## src/rtl/vga_sync_monitor.sv

```systemverilog
// Passive VGA timing monitor: tracks hSync/vSync, locks onto clean timing, samples a probe pixel.
// Optional per-frame rgb checksum (frame_sum/sum_valid) is compiled in with VGA_MON_CHECKSUM_EN.
module vga_sync_monitor #(
  parameter int H_TOTAL     = 800,
  parameter int H_PULSE     = 96,
  parameter int V_TOTAL     = 525,
  parameter int V_PULSE     = 2,
  parameter int H_VIS_START = 144,
  parameter int H_VIS_END   = 784,
  parameter int V_VIS_START = 35,
  parameter int V_VIS_END   = 515,
  parameter int PROBE_X     = 400,
  parameter int PROBE_Y     = 275
) (
  input  logic        ClkPort,
  input  logic        Reset,
  input  logic        hSync,
  input  logic        vSync,
  input  logic [3:0]  vgaR,
  input  logic [3:0]  vgaG,
  input  logic [3:0]  vgaB,
  output logic        locked,
  output logic        h_err,
  output logic        v_err,
  output logic [15:0] frame_cnt,
  output logic [11:0] probe_rgb,
  output logic        probe_valid
`ifdef VGA_MON_CHECKSUM_EN
  ,
  output logic [15:0] frame_sum,
  output logic        sum_valid
`endif
);

  localparam logic [9:0] H_LAST = 10'(H_TOTAL - 1);
  localparam logic [9:0] H_PW   = 10'(H_PULSE);
  localparam logic [9:0] V_LAST = 10'(V_TOTAL - 1);
  localparam logic [9:0] V_PW   = 10'(V_PULSE);
  localparam logic [9:0] P_X    = 10'(PROBE_X);
  localparam logic [9:0] P_Y    = 10'(PROBE_Y);
  localparam logic [9:0] CNT_MAX = 10'h3ff;

  // Reject inconsistent timing parameters at elaboration.
  if (H_VIS_START >= H_VIS_END || H_VIS_END > H_TOTAL || V_VIS_START >= V_VIS_END ||
      V_VIS_END > V_TOTAL || PROBE_X >= H_TOTAL || PROBE_Y >= V_TOTAL ||
      H_TOTAL > 1024 || V_TOTAL > 1024) begin : g_param_check
    $error("vga_sync_monitor: inconsistent timing parameters");
  end

  typedef enum logic [1:0] {SEARCH, TRACK, LOCKED} state_t;

  state_t      state, state_nxt;
  logic        track_seen, track_seen_nxt;
  logic        hs_r, vs_r, hs_d, vs_d;
  logic [11:0] rgb_r;
  logic [1:0]  phase, phase_eff;
  logic [9:0]  hpos, hpos_cur, vline, vline_cur;
  logic        hs_fall, hs_rise, vs_fall, vs_rise, tick;
  logic        h_viol, v_viol, viol, probe_hit;

  always_ff @(posedge ClkPort or posedge Reset) begin
    if (Reset) begin
      hs_r  <= 1'b1;
      vs_r  <= 1'b1;
      hs_d  <= 1'b1;
      vs_d  <= 1'b1;
      rgb_r <= '0;
    end else begin
      hs_r  <= hSync;
      vs_r  <= vSync;
      hs_d  <= hs_r;
      vs_d  <= vs_r;
      rgb_r <= {vgaR, vgaG, vgaB};
    end
  end

  assign hs_fall = hs_d & ~hs_r;
  assign hs_rise = ~hs_d & hs_r;
  assign vs_fall = vs_d & ~vs_r;
  assign vs_rise = ~vs_d & vs_r;

  // *_cur is the position this cycle stands on: an hSync fall is itself tick 0 of the line.
  always_comb begin
    phase_eff = hs_fall ? 2'd0 : phase;
    tick      = (phase_eff == 2'd0);
    hpos_cur  = hpos;
    if (hs_fall)
      hpos_cur = '0;
    else if (tick && hpos != CNT_MAX)
      hpos_cur = hpos + 10'd1;
    vline_cur = vline;
    if (vs_fall)
      vline_cur = '0;
    else if (hs_fall && vline != CNT_MAX)
      vline_cur = vline + 10'd1;
  end

  // Falls close a line/frame and see the last position; rises mark the position being entered.
  always_comb begin
    h_viol = (state != SEARCH) &&
             ((hs_fall && hpos != H_LAST) || (hs_rise && hpos_cur != H_PW));
    v_viol = (state != SEARCH) &&
             ((vs_fall && vline != V_LAST) || (vs_rise && vline_cur != V_PW));
    viol      = h_viol | v_viol;
    probe_hit = (state == LOCKED) && tick && hpos_cur == P_X && vline_cur == P_Y;
  end

  always_comb begin
    state_nxt      = state;
    track_seen_nxt = track_seen;
    case (state)
      SEARCH: begin
        if (vs_fall) begin
          state_nxt      = TRACK;
          track_seen_nxt = 1'b0;
        end
      end
      TRACK: begin
        if (viol)
          state_nxt = SEARCH;
        else if (vs_fall) begin
          if (track_seen)
            state_nxt = LOCKED;
          else
            track_seen_nxt = 1'b1;
        end
      end
      LOCKED: begin
        if (viol)
          state_nxt = SEARCH;
      end
      default: state_nxt = SEARCH;
    endcase
  end

  always_ff @(posedge ClkPort or posedge Reset) begin
    if (Reset) begin
      state       <= SEARCH;
      track_seen  <= 1'b0;
      phase       <= '0;
      hpos        <= '0;
      vline       <= '0;
      h_err       <= 1'b0;
      v_err       <= 1'b0;
      frame_cnt   <= '0;
      probe_rgb   <= '0;
      probe_valid <= 1'b0;
    end else begin
      state       <= state_nxt;
      track_seen  <= track_seen_nxt;
      phase       <= phase_eff + 2'd1;
      hpos        <= hpos_cur;
      vline       <= vline_cur;
      h_err       <= h_err | h_viol;
      v_err       <= v_err | v_viol;
      probe_valid <= probe_hit;
      if (state == LOCKED && vs_fall && !viol)
        frame_cnt <= frame_cnt + 16'd1;
      if (probe_hit)
        probe_rgb <= rgb_r;
    end
  end

  assign locked = (state == LOCKED);

`ifdef VGA_MON_CHECKSUM_EN
  localparam logic [9:0] HV_S = 10'(H_VIS_START);
  localparam logic [9:0] HV_E = 10'(H_VIS_END);
  localparam logic [9:0] VV_S = 10'(V_VIS_START);
  localparam logic [9:0] VV_E = 10'(V_VIS_END);

  logic [15:0] acc;
  logic        vis;

  assign vis = tick && hpos_cur >= HV_S && hpos_cur < HV_E &&
               vline_cur >= VV_S && vline_cur < VV_E;

  // Accumulator restarts at every frame boundary so the first locked report is a whole frame.
  always_ff @(posedge ClkPort or posedge Reset) begin
    if (Reset) begin
      acc       <= '0;
      frame_sum <= '0;
      sum_valid <= 1'b0;
    end else begin
      sum_valid <= vs_fall && (state == LOCKED);
      if (vs_fall && state == LOCKED)
        frame_sum <= acc;
      if (vs_fall)
        acc <= vis ? {4'd0, rgb_r} : 16'd0;
      else if (vis)
        acc <= acc + {4'd0, rgb_r};
    end
  end
`endif

endmodule

```

## config.mk

```make
export PLATFORM = sky130hd
export DESIGN_NAME = vga_sync_monitor
export DESIGN_NICKNAME = d
export VERILOG_FILES = /design/src/rtl/vga_sync_monitor.sv
export SDC_FILE = /design/constraint.sdc
export NUM_CORES = 1
export LEC_CHECK = 0
export CAP_MARGIN = 20
export CORE_ASPECT_RATIO = 1.75
export CORE_UTILIZATION = 25
export CTS_BUF_LIST = sky130_fd_sc_hd__clkbuf_4 sky130_fd_sc_hd__clkbuf_8
export DETAILED_ROUTE_END_ITERATION = 8
export PLACE_DENSITY = 0.44
export SYNTH_ARGS = -nofsm -noshare
export SYNTH_HDL_FRONTEND = slang
export SYNTH_SLANG_ARGS = --single-unit
```

## constraint.sdc

```tcl
create_clock -name ClkPort -period 3.28 [get_ports ClkPort]
set_input_delay 0.656 -clock ClkPort [delete_from_list [all_inputs] [get_ports ClkPort]]
set_output_delay 0.656 -clock ClkPort [all_outputs]
set_load 0.05 [all_outputs]
```

---- Word level (Yosys, flattened, before mapping) ----
Index checks and enable logic that the tools add are counted.
word-level totals
  register bits after elaboration ......... 72
  bits of input ports ..................... 16
  output and inout port bits .............. 32
  word-level logic and storage cells ...... 83
operators by class
  add/subtract/negate cells ............... 4
  eq/ne operators ......................... 16
  mux-type cells .......................... 15
  bitwise operators ....................... 11
  reduce and logical (&&, ||, !) cells .... 22
operators by type and width
  cell                     number
  $mux W10                 4
  $ne A10 B10 Y1 const B   4
  $add A10 B1 Y10 const B  2
  $eq A10 B9 Y1 const B    2
  $add A16 B1 Y16 const B  1
  $logic_and A1 B1 Y1      13
  $mux W2                  6
  $ne A10 B2 Y1 const B    1
  $ne A10 B7 Y1 const B    1
  $reduce_and A4 Y1        2
  $ne A2 B2 Y1 const B     3
  $ne A3 B3 Y1 const B     2
  $pmux W2 S3              1
  $and A1 B1 Y1            4
  $logic_not A2 Y1         2
  $not A1 Y1               4
  $reduce_bool A2 Y1       2
  $mux W1                  3
  $or A1 B1 Y1             3
  $add A2 B1 Y2 const B    1
  $eq A2 B1 Y1 const B     1
  $eq A2 B2 Y1 const B     1
  $logic_or A1 B1 Y1       2
  $ne A2 B1 Y1 const B     1
  other kinds (2)          2

---- Longest topological paths before layout ----
  depth in word-level cells ............... 14
  depth in mapped cells ................... 13

---- Worst setup path before layout ----
OpenSTA, ideal clock, no wires.
  path kind ............................... flip-flop to flip-flop
  start point ............................. reg hs_r
  end point ............................... reg probe_rgb[0]
  setup time .............................. 0.125 ns
  arrival ................................. 3.037 ns
  slack ................................... 0.118 ns
  cell stages (with the launch flop) ...... 14
  path through ............................ dfstp_2 -> nand2b_1 -> clkbuf_1 -> nand2_1 -> ha_1 -> buf_4 -> and4_1 -> o21ai_0 -> a21oi_1 -> or4_4 -> nor3_2 -> and3_4 -> buf_12 -> mux2_4
between the ends
  word-level cells in the longest chain between the ends .. 10
ends and longest elaborated chain
  element                                RTL line  text
  start: declaration                     54        logic hs_r, vs_r, hs_d, vs_d;
  start signal: assignment               69        hs_r <= hSync;
  $not A1 Y1 (*)                         77        assign hs_fall = hs_d & ~hs_r;
  $and A1 B1 Y1 (*)                      77
  $mux W2                                84        phase_eff = hs_fall ? 2'd0 : phase;
  $logic_not A2 Y1                       85        tick = (phase_eff == 2'd0);
  $logic_and A1 B1 Y1                    89        else if (tick && hpos != CNT_MAX)
  $mux W10                               89
  $mux W10 (*)                           87        if (hs_fall)
  via hpos_cur[3]                        57        logic [9:0] hpos, hpos_cur, vline, vline_cur;
  $eq A10 B9 Y1 (*)                      105       probe_hit = (state == LOCKED) && tick && hpos_cur == P_X && vline_cur == P_Y;
  $logic_and A1 B1 Y1 (*) (2 in series)  105
  end signal: assignment                 160       probe_rgb <= rgb_r;
  end: declaration                       26        output logic [11:0] probe_rgb,
The timed path passes the listed nets; every way through them passes the cells marked *.
A chain may end at the register's enable or synchronous reset.

---- Worst setup path after layout ----
  start point ............................. reg hs_d
  end point ............................... reg probe_rgb[10]
between the ends
  word-level cells in the longest chain between the ends .. 9
ends and longest elaborated chain
  element                   RTL line  text
  start: declaration        54
  start signal: assignment  71        hs_d <= hs_r;
  $and A1 B1 Y1 (*)         77
  $mux W2                   84
  $logic_not A2 Y1          85
  $logic_and A1 B1 Y1       89
  $mux W10                  89
  $mux W10                  87
  $eq A10 B9 Y1             105
  $logic_and A1 B1 Y1       105
  $logic_and A1 B1 Y1 (*)   105
Mark *: on every way between the ends. The rest lies on a longest branch, timed or not.

==> flow_summary.yaml <==
run_status:
  run_status: "finished, final reports clean"
global_routing:
  first_global_vias: 2718
  antenna_found_initial: 0
  grt_pass1_wl_microns: 13900
  grt_max_degree: 46
  grtUsageTotal: 0.126
  grt_remaining_overflow: 0
floorplanning:
  placementRows: 57
  core_sq_um: 13800
  initial_core_util: 0.255
  die_w_microns: 91.9
  dieArea_sq_um: 14600
  dieHeight_microns: 159
  io_pins: 48
synthesis:
  yosys.area.top_type: "dfrtp_1"
  ys_ff_latch: 72
  netlist_area_sq_um: 3530
  syn_nets: 343
  ys_seq_area_frac: 0.512
  synth_cells: 322
  yosys_warnings: 0
  synth_top_area_frac: 0.482
  yosys-top-cells-area: "dfrtp_1 (48%), mux2_4 (4.3%), xnor2_1 (4.2%)"
  synth-main-ff-cell: "dfrtp_1"
  yosysUniqueCellTypes: 60
  async_flop_share: 1.00
  syn-mean-instance-area_sq_um: 11.0
  synth_edf_count: 0
sta:
  max-slew-margin-rel: 0.606
  tns_ps: 0
  min_period_ps: 3130
  rsz0062_at_grt: "false"
  tightest_slew_ps: 590
  period_share: 0.953
  whs_ps: 384
  timing.fmax_ghz: 0.320
  skew_ps: 12.3
  finalHoldViolCount: 0
  slew_violations: 0
  finalSetupViolCount: 0
power_and_ir_drop:
  intPower_mw: 1.35
  p_sw_frac: 0.311
  combPwrFrac: 0.144
  power_frac_seq: 0.500
  power_frac_clock: 0.356
  power_leakage_nw: 1.83
  peakVddDrop_v: 0.000158
  p_per_area_nw_per_um2: 445
  power_switching_mw: 0.611
clocking:
  postCtsSetupRepairBufs: 0
  post_cts_resized: 0
  clk_latency_ps: 370
  clk_transition_reported_paths_ps: 90
  htreeDepth: 3
  cts_buffers: 9
  clock-sinks: 72
  root_buffer: "clkbuf_8"
  clockBufferDepth: 2
  cts_hold_buf: 0
  cts_tree: "yes"
layout:
  final_nets: 397
  syn_to_final_growth_pct: 25.2
  fillers: 1437
  drive_gt1_frac: 0.160
  antenna_cells: 0
detailed_routing:
  drt-initial-drc-count: 114
  drt_pass1_iterations: 4
  remaining_drc_errors: 0
  detail_route.wl_per_cell_microns: 15.3
  routed_wl_microns: 8560
  ant_nets: 0
  num_vias: 2674
  via_per_inst: 4.79
placed_design:
  port_buffers: 47
  dpl.hpwl_microns: 6330
  place_congestion: 0.828
worst_setup_path:
  worstPathRequired_ps: 3530
  path_class: "register to register"
  cp_max_fo: 12
  crit_path_end_kind: "register"
  crit_path_start_kind: "register"
  arrival_ps: 3380
job:
  drv_cap: 0
worst_hold_path:
  worstHoldPathType: "register to register"
power groups by stage:
stage	clock network [mW]	logic, mW	registers (mW)
2_1_floorplan	0	0.196	0.990
3_3_place_gp	0	0.285	1.00
3_5_place_dp	0	0.288	1.00
4_1_cts	0.735	0.289	0.982
5_1_grt	0.766	0.317	0.990
6_report	0.699	0.283	0.983
logic make-up after synthesis:
| family | Yosys count | synth area share |
|---|---|---|
| compound gates | 45 | 0.0985 |
| xor+xnor | 24 | 0.0595 |
| buf+inv | 25 | 0.0375 |
| mux | 17 | 0.0634 |
| simple gates | 134 | 0.212 |
| flops | 72 | 0.512 |
| fa+ha+maj | 5 | 0.0177 |
area by class of cell:
class,count,area [sq um],share of cell area
Clock buffer,9,124,0.0280
Inverter,11,41.3,0.00934
Sequential cell,72,1810,0.409
Clock inverter,7,71.3,0.0161
Multi-Input combinational cell,225,1600,0.361
Tap cell,177,221,0.0501
Timing Repair Buffer,57,558,0.126
cell usage in the layout (no fill, tap or decap), types with 5 or more instances in the layout:
master / Yosys / routed
dfrtp_1: 68 / 68
clkdlybuf4s50_1: 0 / 47
nand2_1: 28 / 28
nor2_1: 20 / 20
nand3_1: 17 / 17
xnor2_1: 17 / 17
nor3_1: 13 / 12
nand4_1: 11 / 11
inv_1: 11 / 10
mux2_4: 10 / 10
o21ai_0: 9 / 9
a21oi_1: 9 / 9
clkbuf_8: 0 / 9
buf_4: 4 / 9
xor2_1: 7 / 7
and4_1: 6 / 6
a31oi_1: 5 / 5
and2_1: 5 / 5
ha_1: 5 / 5
state kept, by name, indices dropped and copies added, names as in the netlist, 2 cells and up:
register and count:
rgb_r 12, state 2, vline 10, frame_cnt 16
phase 2, hpos 10, probe_rgb 12
Yosys cell counts (3+ instances only):
master	number
nand3_1	17
mux2_4	10
inv_1	11
o21ai_0	9
nand2b_1	4
a31oi_1	5
mux2i_1	4
o31ai_4	3
and2_1	5
dfrtp_1	68
nand4_1	11
nor3_1	13
clkbuf_1	8
a211oi_1	3
or3_1	3
nand2_1	28
and4_1	6
dfstp_2	4
buf_4	4
and3_1	4
ha_1	5
a21oi_1	9
nor2_1	20
xor2_1	7
xnor2_1	17
final timing paths:
path                                      from                        end  slack [ps]  cells after the start
worst min register to register  hs_r$_DFF_PP1_             hs_d$_DFF_PP1_         380                      0
min in group asynchronous                Reset         rgb_r[8]$_DFF_PP0_         680                      2
worst max-delay path            hs_d$_DFF_PP1_  probe_rgb[10]$_DFFE_PP0P_         150                     10
worst max register to register  hs_d$_DFF_PP1_  probe_rgb[10]$_DFFE_PP0P_         150                     10
worst min-delay path            hs_r$_DFF_PP1_             hs_d$_DFF_PP1_         380                      0
max in group asynchronous                Reset             hs_r$_DFF_PP1_        1880                      3
worst max-delay path: stages, from the launching register on:
cell and delay (ps):
dfstp_2 550, nand2b_1 80, nand2_1 90, ha_1 240, and4_1 320, o21ai_1 80, a31o_2 250, or4_1 560
nor3_2 120, and3_4 350, mux2_2 360
per-layer routing:
layer  GRT usage  part of all wire  vias up
li1            -                 -     1267
met1       0.131              0.38     1318
met2       0.227              0.55       68
met3      0.0267             0.034       21
met4      0.0732             0.034        0
met5           0                 0        -
metrics by stage:
stage / std cells / cell area [sq um] / worst slack [ps] / utilization / total power [mW]
after global placement: 542 / 4220 / 175 / 0.305 / 1.29
after floorplan: 322 / 3530 / 118 / - / 1.19
after CTS: 558 / 4420 / 122 / 0.319 / 2.01
after detailed placement: 542 / 4220 / 124 / 0.305 / 1.29
final: 558 / 4420 / 154 / 0.319 / 1.97
after global routing: 558 / 4420 / 11.6 / 0.319 / 2.07
(Power assumes the default switching activity.)
